==> src/rtl/spi_ctrl_pkg.sv <==
// Shared definitions for the SPI flash read path: SPI master register map,
// slave-select values, sequencer state encoding and header byte helper.
package spi_ctrl_pkg;

  // SPI master Wishbone register map
  localparam logic [7:0] CFG_ADDR   = 8'h01;
  localparam logic [7:0] DATA_ADDR  = 8'h02;

  // Values written to the config register (bit0 drives SS, active low)
  localparam logic [7:0] SS_ASSERT  = 8'h00;
  localparam logic [7:0] SS_RELEASE = 8'h01;

  // Byte shifted out while clocking in flash read data
  localparam logic [7:0] DUMMY_TX   = 8'h00;

  typedef enum logic [2:0] {
    ST_IDLE    = 3'd0,
    ST_SS_LOW  = 3'd1,
    ST_HDR_TX  = 3'd2,
    ST_HDR_RX  = 3'd3,
    ST_DAT_TX  = 3'd4,
    ST_DAT_RX  = 3'd5,
    ST_OUT     = 3'd6,
    ST_SS_HIGH = 3'd7
  } seq_state_e;

  // Selects address byte number 'position' (1 = least significant byte).
  function automatic logic [7:0] addr_byte(input logic [31:0] addr,
                                           input logic [2:0]  position);
    logic [5:0]  shift_s;
    logic [31:0] shifted_s;
    shift_s   = {position - 3'd1, 3'b000};
    shifted_s = addr >> shift_s;
    return shifted_s[7:0];
  endfunction

endpackage

==> src/rtl/wb_single_master.sv <==
// Wishbone pipelined master that runs exactly one transaction at a time.
// A request is taken only while the bus is idle; done pulses in the ack
// cycle and rdata is the slave data of that same cycle.
module wb_single_master (
  input  logic       clk,
  input  logic       sresetn,
  input  logic       req,
  input  logic       req_we,
  input  logic [7:0] req_addr,
  input  logic [7:0] req_wdata,
  output logic       done,
  output logic [7:0] rdata,
  output logic [7:0] m_wb_addr,
  output logic [7:0] m_wb_dat_m2s,
  input  logic [7:0] m_wb_dat_s2m,
  output logic       m_wb_we,
  output logic       m_wb_sel,
  output logic       m_wb_stb,
  output logic       m_wb_cyc,
  input  logic       m_wb_ack,
  input  logic       m_wb_stall
);

  logic       cyc_q,   cyc_d;
  logic       stb_q,   stb_d;
  logic       we_q,    we_d;
  logic [7:0] addr_q,  addr_d;
  logic [7:0] wdata_q, wdata_d;

  // Bus phase control: launch on request, drop stb once accepted, end on ack
  always_comb begin
    cyc_d   = cyc_q;
    stb_d   = stb_q;
    we_d    = we_q;
    addr_d  = addr_q;
    wdata_d = wdata_q;
    if (cyc_q) begin
      if (m_wb_ack) begin
        cyc_d = 1'b0;
        stb_d = 1'b0;
        we_d  = 1'b0;
      end else if (stb_q && !m_wb_stall) begin
        stb_d = 1'b0;
      end else begin
        stb_d = stb_q;
      end
    end else if (req) begin
      cyc_d   = 1'b1;
      stb_d   = 1'b1;
      we_d    = req_we;
      addr_d  = req_addr;
      wdata_d = req_wdata;
    end else begin
      cyc_d = 1'b0;
      stb_d = 1'b0;
    end
  end

  // Bus phase registers
  always_ff @(posedge clk or negedge sresetn) begin
    if (!sresetn) begin
      cyc_q   <= 1'b0;
      stb_q   <= 1'b0;
      we_q    <= 1'b0;
      addr_q  <= 8'h00;
      wdata_q <= 8'h00;
    end else begin
      cyc_q   <= cyc_d;
      stb_q   <= stb_d;
      we_q    <= we_d;
      addr_q  <= addr_d;
      wdata_q <= wdata_d;
    end
  end

  // An ack outside an open cycle is never ours
  assign done         = cyc_q & m_wb_ack;
  assign rdata        = m_wb_dat_s2m;
  assign m_wb_cyc     = cyc_q;
  assign m_wb_stb     = stb_q;
  assign m_wb_we      = we_q;
  assign m_wb_addr    = addr_q;
  assign m_wb_dat_m2s = wdata_q;
  assign m_wb_sel     = 1'b1;

endmodule

==> src/rtl/spi_flash_read_sequencer.sv <==
// Reads cmd_len+1 bytes from a SPI flash through a Wishbone SPI master:
// SS low, opcode + address bytes, dummy-clocked data bytes streamed out on
// AXI-Stream, SS high. Each SPI byte is a TX write followed by an RX read.
module spi_flash_read_sequencer
  import spi_ctrl_pkg::*;
#(
  parameter logic [7:0] OPCODE     = 8'h03,
  parameter int         ADDR_BYTES = 3
) (
  input  logic        clk,
  input  logic        sresetn,
  input  logic        cmd_valid,
  output logic        cmd_ready,
  input  logic [31:0] cmd_addr,
  input  logic [7:0]  cmd_len,
  output logic        m_axis_tvalid,
  input  logic        m_axis_tready,
  output logic [7:0]  m_axis_tdata,
  output logic        busy,
  output logic        done,
  output logic [7:0]  m_wb_addr,
  output logic [7:0]  m_wb_dat_m2s,
  input  logic [7:0]  m_wb_dat_s2m,
  output logic        m_wb_we,
  output logic        m_wb_sel,
  output logic        m_wb_stb,
  output logic        m_wb_cyc,
  input  logic        m_wb_ack,
  input  logic        m_wb_stall
);

  localparam logic [2:0] NADDR = 3'(ADDR_BYTES);

  seq_state_e  state_q,    state_d;
  logic [31:0] addr_q,     addr_d;
  logic [8:0]  byte_cnt_q, byte_cnt_d;   // bytes still to deliver, up to 256
  logic [2:0]  hdr_cnt_q,  hdr_cnt_d;    // header bytes already exchanged
  logic [7:0]  tdata_q,    tdata_d;

  logic        req_s;
  logic        req_we_s;
  logic [7:0]  req_addr_s;
  logic [7:0]  req_wdata_s;
  logic [7:0]  hdr_byte_s;
  logic        wb_done_s;
  logic [7:0]  wb_rdata_s;

  // Header byte currently due: opcode first, then address MSB-first
  always_comb begin
    if (hdr_cnt_q == 3'd0) begin
      hdr_byte_s = OPCODE;
    end else begin
      hdr_byte_s = addr_byte(addr_q, NADDR + 3'd1 - hdr_cnt_q);
    end
  end

  // Sequencer next state and the bus request for the current state
  always_comb begin
    state_d     = state_q;
    addr_d      = addr_q;
    byte_cnt_d  = byte_cnt_q;
    hdr_cnt_d   = hdr_cnt_q;
    tdata_d     = tdata_q;
    req_s       = 1'b0;
    req_we_s    = 1'b0;
    req_addr_s  = DATA_ADDR;
    req_wdata_s = DUMMY_TX;
    case (state_q)
      ST_IDLE: begin
        if (cmd_valid) begin
          addr_d     = cmd_addr;
          byte_cnt_d = {1'b0, cmd_len} + 9'd1;
          hdr_cnt_d  = 3'd0;
          state_d    = ST_SS_LOW;
        end else begin
          state_d = ST_IDLE;
        end
      end
      ST_SS_LOW: begin
        req_s       = 1'b1;
        req_we_s    = 1'b1;
        req_addr_s  = CFG_ADDR;
        req_wdata_s = SS_ASSERT;
        if (wb_done_s) begin
          state_d = ST_HDR_TX;
        end else begin
          state_d = ST_SS_LOW;
        end
      end
      ST_HDR_TX: begin
        req_s       = 1'b1;
        req_we_s    = 1'b1;
        req_wdata_s = hdr_byte_s;
        if (wb_done_s) begin
          state_d = ST_HDR_RX;
        end else begin
          state_d = ST_HDR_TX;
        end
      end
      ST_HDR_RX: begin
        req_s = 1'b1;
        if (wb_done_s) begin
          hdr_cnt_d = hdr_cnt_q + 3'd1;
          if (hdr_cnt_q == NADDR) begin
            state_d = ST_DAT_TX;
          end else begin
            state_d = ST_HDR_TX;
          end
        end else begin
          state_d = ST_HDR_RX;
        end
      end
      ST_DAT_TX: begin
        req_s    = 1'b1;
        req_we_s = 1'b1;
        if (wb_done_s) begin
          state_d = ST_DAT_RX;
        end else begin
          state_d = ST_DAT_TX;
        end
      end
      ST_DAT_RX: begin
        req_s = 1'b1;
        if (wb_done_s) begin
          tdata_d = wb_rdata_s;
          state_d = ST_OUT;
        end else begin
          state_d = ST_DAT_RX;
        end
      end
      ST_OUT: begin
        if (m_axis_tready) begin
          byte_cnt_d = byte_cnt_q - 9'd1;
          if (byte_cnt_q == 9'd1) begin
            state_d = ST_SS_HIGH;
          end else begin
            state_d = ST_DAT_TX;
          end
        end else begin
          state_d = ST_OUT;
        end
      end
      ST_SS_HIGH: begin
        req_s       = 1'b1;
        req_we_s    = 1'b1;
        req_addr_s  = CFG_ADDR;
        req_wdata_s = SS_RELEASE;
        if (wb_done_s) begin
          state_d = ST_IDLE;
        end else begin
          state_d = ST_SS_HIGH;
        end
      end
      default: begin
        state_d = ST_IDLE;
      end
    endcase
  end

  // Sequencer state and command registers
  always_ff @(posedge clk or negedge sresetn) begin
    if (!sresetn) begin
      state_q    <= ST_IDLE;
      addr_q     <= 32'h0000_0000;
      byte_cnt_q <= 9'd0;
      hdr_cnt_q  <= 3'd0;
      tdata_q    <= 8'h00;
    end else begin
      state_q    <= state_d;
      addr_q     <= addr_d;
      byte_cnt_q <= byte_cnt_d;
      hdr_cnt_q  <= hdr_cnt_d;
      tdata_q    <= tdata_d;
    end
  end

  wb_single_master u_wb (
    .clk          (clk),
    .sresetn      (sresetn),
    .req          (req_s),
    .req_we       (req_we_s),
    .req_addr     (req_addr_s),
    .req_wdata    (req_wdata_s),
    .done         (wb_done_s),
    .rdata        (wb_rdata_s),
    .m_wb_addr    (m_wb_addr),
    .m_wb_dat_m2s (m_wb_dat_m2s),
    .m_wb_dat_s2m (m_wb_dat_s2m),
    .m_wb_we      (m_wb_we),
    .m_wb_sel     (m_wb_sel),
    .m_wb_stb     (m_wb_stb),
    .m_wb_cyc     (m_wb_cyc),
    .m_wb_ack     (m_wb_ack),
    .m_wb_stall   (m_wb_stall)
  );

  // Completion coincides with the SS-release ack so busy drops in that cycle
  assign done          = (state_q == ST_SS_HIGH) && wb_done_s;
  assign busy          = (state_q != ST_IDLE) && !done;
  assign cmd_ready     = (state_q == ST_IDLE);
  assign m_axis_tvalid = (state_q == ST_OUT);
  assign m_axis_tdata  = tdata_q;

endmodule

==> config.mk <==
export PLATFORM = sky130hd
export DESIGN_NAME = spi_flash_read_sequencer
export DESIGN_NICKNAME = d
export VERILOG_FILES = /design/src/rtl/spi_ctrl_pkg.sv /design/src/rtl/wb_single_master.sv /design/src/rtl/spi_flash_read_sequencer.sv
export SDC_FILE = /design/constraint.sdc
export NUM_CORES = 1
export LEC_CHECK = 0
export CAP_MARGIN = 25
export CORE_UTILIZATION = 40
export DETAILED_ROUTE_END_ITERATION = 16
export GPL_TIMING_DRIVEN = 0
export PLACE_DENSITY = 0.71
export SYNTH_ARGS = -nofsm -noshare
export SYNTH_HDL_FRONTEND = slang
export SYNTH_SLANG_ARGS = --single-unit
==> constraint.sdc <==
create_clock -name clk -period 1.5 [get_ports clk]
set_input_delay 0.3 -clock clk [delete_from_list [all_inputs] [get_ports clk]]
set_output_delay 0.3 -clock clk [all_outputs]
set_load 0.02 [all_outputs]
==> impl_metrics.env, run 1 <==
export IMPL_status="complete, but fails checks"
export IMPL_violations="setup timing"
export IMPL_design_area_um2=5090
export IMPL_rsz0062_at_grt="true"
export IMPL_p_seq_frac=0.337
export IMPL_place_hpwl_um=5480
export IMPL_grt_pass1_vias=2806
export IMPL_numPlacedInstances=471
export IMPL_io_buffers=78
export IMPL_final_cell_mix="67 x dfrtp_1, 51 x clkdlybuf4s50_1, 28 x buf_4, 23 x mux2_4, 22 x dlygate4sd2_1"
export IMPL_finalSetupViolations=54
export IMPL_synth_seq_cells=68
export IMPL_crit_path_end_kind="flop"
export IMPL_pwr_share_comb=0.507
export IMPL_clockBufferDepth=2
export IMPL_grt_use_total=0.206
export IMPL_pin_count=86
export IMPL_synth_seq_area_share=0.502
export IMPL_clock_skew_ns=0.00779
export IMPL_cts_made_buffers=9
export IMPL_grt_first_pass_wirelength_um=13800
export IMPL_drv_slew=0
export IMPL_drc_errors=0
export IMPL_syn2layout_area_growth_pct=50.4
export IMPL_cts_sinks=68
export IMPL_slew_headroom=0.417
export IMPL_drtAntennaViolNets=0
export IMPL_syn_avg_cell_area_um2=12.0
export IMPL_period_minus_slack_ns=1.70
export IMPL_holdWs_ns=0.0433
export IMPL_p_int_mw=6.14
export IMPL_clkPwrFrac=0.157
export IMPL_core_um2=8220
export IMPL_worstMarginPinSlew_ns=0.874
export IMPL_routed_wl_um=8850
export IMPL_min_period_over_period=1.14
export IMPL_netSwitchingFraction=0.366
export IMPL_synth_top_area_cell="dfrtp_1"
export IMPL_dpl_cell_area_um2=4340
export IMPL_cp_max_fo=10
export IMPL_final_nets=466
export IMPL_clock_fmax_ghz=0.587
export IMPL_rr_worst_depth=6
export IMPL_ctsRootBufferMaster="clkbuf_8"
export IMPL_peakVddDrop_uv=855
export IMPL_overflow=0
export IMPL_hold_viol=0
export IMPL_pre_cts_ws_ns=-0.752
export IMPL_yosysTopAreaCellShare=0.502
export IMPL_rows=33
export IMPL_drive_gt1_frac=0.358
export IMPL_syn_instance_count=283
export IMPL_async_reset_ff_frac=1.00
export IMPL_clk_pin_slew_ns=0.08
export IMPL_maxCapViolations=0
export IMPL_grt_start_max_net_pins=69
export IMPL_diodes=0
export IMPL_fin_tns_setup_ns=-8.14
export IMPL_antenna_found_initial=0
export IMPL_hold_path_class="input pin to asynchronous set/reset pin"
export IMPL_finalNonFillerCells=516
export IMPL_chipWidth_um=94.0
export IMPL_synth_edf_count=0
export IMPL_layout_commonest_cell="dfrtp_1"
export IMPL_die_h_um=94.0
export IMPL_clk_latency_ns=0.35
export IMPL_drtPass1Iterations=4
export IMPL_start_util=0.412
export IMPL_ff2ff_setup_slack_ns=-0.20
export IMPL_powerDensity_nw_per_um2=1900
export IMPL_crit_type="flop to flop"
export IMPL_yosys_warnings=0
export IMPL_worst_slack_ns=-0.204
export IMPL_dieArea_um2=8840
export IMPL_synth_area_um2=3390
export IMPL_synth_cell_types=46
export IMPL_crit_required_ns=1.73
export IMPL_p_leak_nw=2.29
export IMPL_gp_congestion=0.846
export IMPL_synth_flop_cell="dfrtp_1"
export IMPL_p_switching_mw=3.54
export IMPL_wl_per_cell_um=17.1
export IMPL_reg2reg_from="state_q[0]"
export IMPL_htreeDepth=3
export IMPL_worst_ep_arrival_time_ns=1.94
export IMPL_first_iter_violations=157
export IMPL_r2r_end="addr_q[6]"
export IMPL_synth_area_top_cells="dfrtp_1 50%, mux2_2 14%, mux4_2 5.3%, buf_4 2.7%, ha_1 2.2%"
export IMPL_cts_tree="built"
export IMPL_via_per_inst=5.32
export IMPL_via_count=2747
export IMPL_start_kind="flop"
-- Yosys cell counts (2+ instances only) --
cell       n
o31ai_1    4
mux4_2     8
nand3b_1   2
buf_2      5
o21a_1     2
nor2_1    19
and3_1     2
a22o_1     7
nand2b_1   2
clkbuf_1   4
xnor2_1    2
nor4_1     2
xor2_1     4
o211ai_1   4
buf_4     12
nand4_1    2
nand3_1    5
inv_1      9
mux2_2    41
nor2b_1    3
nand2_1   16
o21ai_0   13
ha_1       6
dfrtp_1   68
a211oi_2   3
o21bai_1   2
nor3_1     5
or3_1      2
conb_1     2
a21oi_1    9
a21o_1     3
-- final cells by class --
| cell class | instances | area [µm²] |
|---|---|---|
| Timing Repair Buffer | 107 | 1040 |
| Buffer | 21 | 223 |
| Inverter | 9 | 33.8 |
| Clock inverter | 6 | 63.8 |
| Multi-Input combinational cell | 190 | 1770 |
| Sequential cell | 68 | 1700 |
| Fill cell | 637 | 3120 |
| Tap cell | 105 | 131 |
| Clock buffer | 10 | 128 |
-- state kept, by name, summed over array words and instances, names as in the netlist --
register           count
addr_q                32
byte_cnt_q             9
m_axis_tdata           8
u_wb.m_wb_dat_m2s      8
hdr_cnt_q              3
state_q                3
u_wb.m_wb_addr         2
u_wb.m_wb_cyc          1
u_wb.m_wb_stb          1
u_wb.m_wb_we           1
-- cell families after synthesis --
kind of cell | count (synthesis) | share of synthesized area
AOI/OAI and AO/OA | 55 | 0.115
DFF | 68 | 0.502
xor gates and xnor gates | 6 | 0.0155
other | 2 | 0.00222
adders and majority gates | 6 | 0.0222
and+or+nand+nor | 67 | 0.105
muxes | 49 | 0.190
buffers and inverters | 30 | 0.0484
-- per-layer routing --
layer	GRT usage	vias to the layer above	routed length, µm
met3	0.0494	15	327
li1	-	1264	-
met2	0.328	79	4480
met1	0.276	1389	3850
met5	0	-	0
met4	0.0654	0	190
-- worst max path at each step --
stage	endpoint	cells after the start	start
3_5_place_dp	done	5	m_wb_ack
4_1_cts	busy	6	state_q[0]
3_3_place_gp	addr_q[8]	1	sresetn
5_1_grt	busy	6	state_q[0]
6_report	addr_q[6]	6	state_q[0]
2_1_floorplan	addr_q[0]	4	state_q[2]
-- metrics by stage --
stage               power, mW  utilization
finish                   9.67        0.620
global route             10.3        0.620
CTS                      9.07        0.587
detailed placement       7.00        0.528
global placement         6.83        0.529
floorplan                5.69            -
-- worst max-delay path, stage by stage, from the launching register on --
cell	delay, ns
dfrtp_1	0.40
buf_4	0.15
nor4b_4	0.27
buf_6	0.18
buf_4	0.13
buf_12	0.14
mux2_4	0.30
-- power by group through the flow --
stage	registers (mW)	logic (mW)	clock network, mW
after floorplan	3.33	2.36	0
after global placement	3.18	3.65	0
after detailed placement	3.22	3.78	0
after CTS	3.20	4.35	1.53
after global routing	3.37	5.27	1.65
final	3.26	4.90	1.52
-- repair_timing --
item                                    in CTS  in global routing
endpoints found under the setup margin      89                 67
pin swaps                                    6                  9
hold buffers                                 0                  0
gates cloned                                 2                  1
gates resized for setup                     98                 38
buffers inserted                            13                 13
No activity file was read; power rests on OpenSTA's default activity.
==> run 2: changes to the inputs <==
--- a/config.mk
+++ b/config.mk
@@ -9,7 +9,7 @@
 export CORE_UTILIZATION = 40
 export DETAILED_ROUTE_END_ITERATION = 16
 export GPL_TIMING_DRIVEN = 0
-export PLACE_DENSITY = 0.71
+export PLACE_DENSITY = 0.7
 export SYNTH_ARGS = -nofsm -noshare
 export SYNTH_HDL_FRONTEND = slang
 export SYNTH_SLANG_ARGS = --single-unit
==> run 2 against run 1 <==
- the flow still finishes with violations (setup timing)
- largest cell class unchanged
- non-clock buffer count up 16
- critical path depth is the same
- setup slack improved by 0.010 ns
- highest routed layer unchanged
- hold slack improved by 0.015 ns
- power grew 8.3%
- sequential cell count stayed put
- register-to-register slack better by 0.02 ns
- wire length grew 5.7%
- global-route usage down 0.062 points
- die area stayed put
==> impl_metrics.env, run 2 (synthesis gave the netlist of run 1 again) <==
export IMPL_slew_headroom=0.417
export IMPL_grt_first_pass_wirelength_um=13700
export IMPL_clockBufferDepth=2
export IMPL_drtPass1Iterations=4
export IMPL_crit_type="flop to output pin"
export IMPL_cts_made_buffers=9
export IMPL_wl_per_cell_um=17.5
export IMPL_cp_common_cell="buf_6"
export IMPL_cp_max_fo=5
export IMPL_routed_wl_um=9350
export IMPL_clock_fmax_ghz=0.590
export IMPL_dieArea_um2=8840
export IMPL_peakVddDrop_uv=1270
export IMPL_cts_sinks=68
export IMPL_hold_viol=0
export IMPL_layout_commonest_cell="dfrtp_1"
export IMPL_first_iter_violations=175
export IMPL_max_stage_delay_ns=0.45
export IMPL_period_minus_slack_ns=1.69
export IMPL_worst_ep_arrival_time_ns=1.39
export IMPL_grt_use_met2=0.346
export IMPL_top_usage_layer="met2"
export IMPL_chipWidth_um=94.0
export IMPL_drtAntennaViolNets=0
export IMPL_grt_use_total=0.205
export IMPL_crit_chain="buf_6 > inv_4 > nor2_4 > and2_4 > nor2_2 > buf_6"
export IMPL_numPlacedInstances=471
export IMPL_via_per_inst=5.25
export IMPL_drc_errors=0
export IMPL_core_um2=8220
export IMPL_diodes=0
export IMPL_htreeDepth=3
export IMPL_finalPower_mw=10.5
export IMPL_ff2ff_setup_slack_ns=-0.18
export IMPL_drv_slew=0
export IMPL_layout_core_utilization=0.652
export IMPL_finalSetupViolations=66
export IMPL_worstMarginPinSlew_ns=0.874
export IMPL_grt_pass1_vias=2775
export IMPL_p_leak_nw=2.44
export IMPL_antenna_found_initial=0
export IMPL_rr_worst_depth=7
export IMPL_grt_use_met1=0.262
export IMPL_status="complete, but fails checks"
export IMPL_crit_path_end_kind="output pin"
export IMPL_multi_input_area_um2=1880
export IMPL_reg2reg_from="state_q[0]"
export IMPL_largest_reg_flops=32
export IMPL_powerDensity_nw_per_um2=1960
export IMPL_crit_slowest_cell="dfrtp_2"
export IMPL_hold_path_class="input pin to asynchronous set/reset pin"
export IMPL_syn2layout_area_growth_pct=58.1
export IMPL_ctsRootBufferMaster="clkbuf_8"
export IMPL_register_area_um2=1700
export IMPL_overflow=0
export IMPL_die_h_um=94.0
export IMPL_via_count=2796
export IMPL_place_hpwl_um=5180
export IMPL_worst_slack_ns=-0.194
export IMPL_final_nets=483
export IMPL_rsz0062_at_grt="true"
export IMPL_io_buffers=78
export IMPL_holdWs_ns=0.0583
export IMPL_cts_tree="built"
export IMPL_clk_pin_slew_ns=0.08
export IMPL_crit_required_ns=1.20
export IMPL_fin_tns_setup_ns=-6.25
export IMPL_fillers=578
export IMPL_pin_count=86
export IMPL_min_period_over_period=1.13
export IMPL_rows=33
export IMPL_reg_largest_list="addr_q: 32 flops, byte_cnt_q: 9 flops"
export IMPL_maxCapViolations=0
export IMPL_top_register="addr_q"
export IMPL_violations="setup timing"
export IMPL_clk_latency_ns=0.34
export IMPL_clock_skew_ns=0.0127
export IMPL_finalNonFillerCells=533
export IMPL_grt_start_max_net_pins=69
export IMPL_start_util=0.412
export IMPL_final_cell_mix="67 x dfrtp_1, 51 x clkdlybuf4s50_1, 45 x buf_4, 33 x mux2_4, 22 x dlygate4sd2_1"
export IMPL_start_kind="flop"
export IMPL_met3_usage=0.0364
export IMPL_drive_gt1_frac=0.421
export IMPL_gp_congestion=0.822
export IMPL_r2r_end="byte_cnt_q[4]"
run 2: cell types whose count changed in the layout (fill, tap and decap cells not counted), sizes merged:
cell      delta
buf         +18
clkbuf       -3
clkinv       +3
clkinvlp     -1
inv          -1
o21bai       +1
run 2: worst max path at each step:
| stage | startpoint | end | slack, ns | depth (start not counted) |
|---|---|---|---|---|
| 2_1_floorplan | state_q[2] | addr_q[0] | -0.09 | 4 |
| 3_3_place_gp | sresetn | addr_q[8] | -2.15 | 1 |
| 3_5_place_dp | m_wb_ack | done | -0.75 | 5 |
| 4_1_cts | state_q[1] | addr_q[21] | -0.22 | 6 |
| 5_1_grt | state_q[0] | busy | -0.25 | 6 |
| 6_report | state_q[1] | busy | -0.19 | 6 |
run 2: stage by stage:
| stage | cell area, µm² | setup WS, ns |
|---|---|---|
| 4_1_cts | 5070 | -0.218 |
| 5_1_grt | 5350 | -0.249 |
| 3_3_place_gp | 4340 | -2.15 |
| 6_report | 5350 | -0.194 |
| 2_1_floorplan | 3430 | -0.0892 |
| 3_5_place_dp | 4340 | -0.747 |
run 2: layout make-up:
| type | instances | area share |
|---|---|---|
| timing repair buffer | 123 | 0.217 |
| sequential | 68 | 0.318 |
| clock inverter | 7 | 0.0140 |
| tap | 105 | 0.0245 |
| multi-input combinational | 191 | 0.352 |
| clock buffer | 9 | 0.0231 |
| inverter | 9 | 0.00748 |
| buffer | 21 | 0.0442 |
run 2: where the power goes:
| group | switching, mW | internal (mW) | leakage (nW) |
|---|---|---|---|
| sequential | 0.618 | 2.67 | 0.840 |
| clock | 0.759 | 0.776 | 0.104 |
| combinational | 2.48 | 3.18 | 1.50 |
| total | 3.85 | 6.63 | 2.44 |
run 2: worst max-delay path: cells and delay by family (launching register included):
family | cells | cell delay [ns]
flip-flops | 1 | 0.45
buffers and inverters | 3 | 0.33
AND/OR/NAND/NOR | 3 | 0.28
run 2: routing by layer:
metal	vias up	routed length (µm)	share of wire
li1	1293	-	-
met1	1407	4020	0.43
met4	0	248	0.027
met3	23	282	0.030
met5	-	0	0
met2	73	4810	0.51
run 2: what timing repair did:
action | CTS | global route
resized for setup | 136 | 38
endpoints found under the setup margin | 90 | 65
gates cloned | 3 | 1
setup buffers | 21 | 22
hold buffers | 0 | 0
pin swaps | 13 | 14
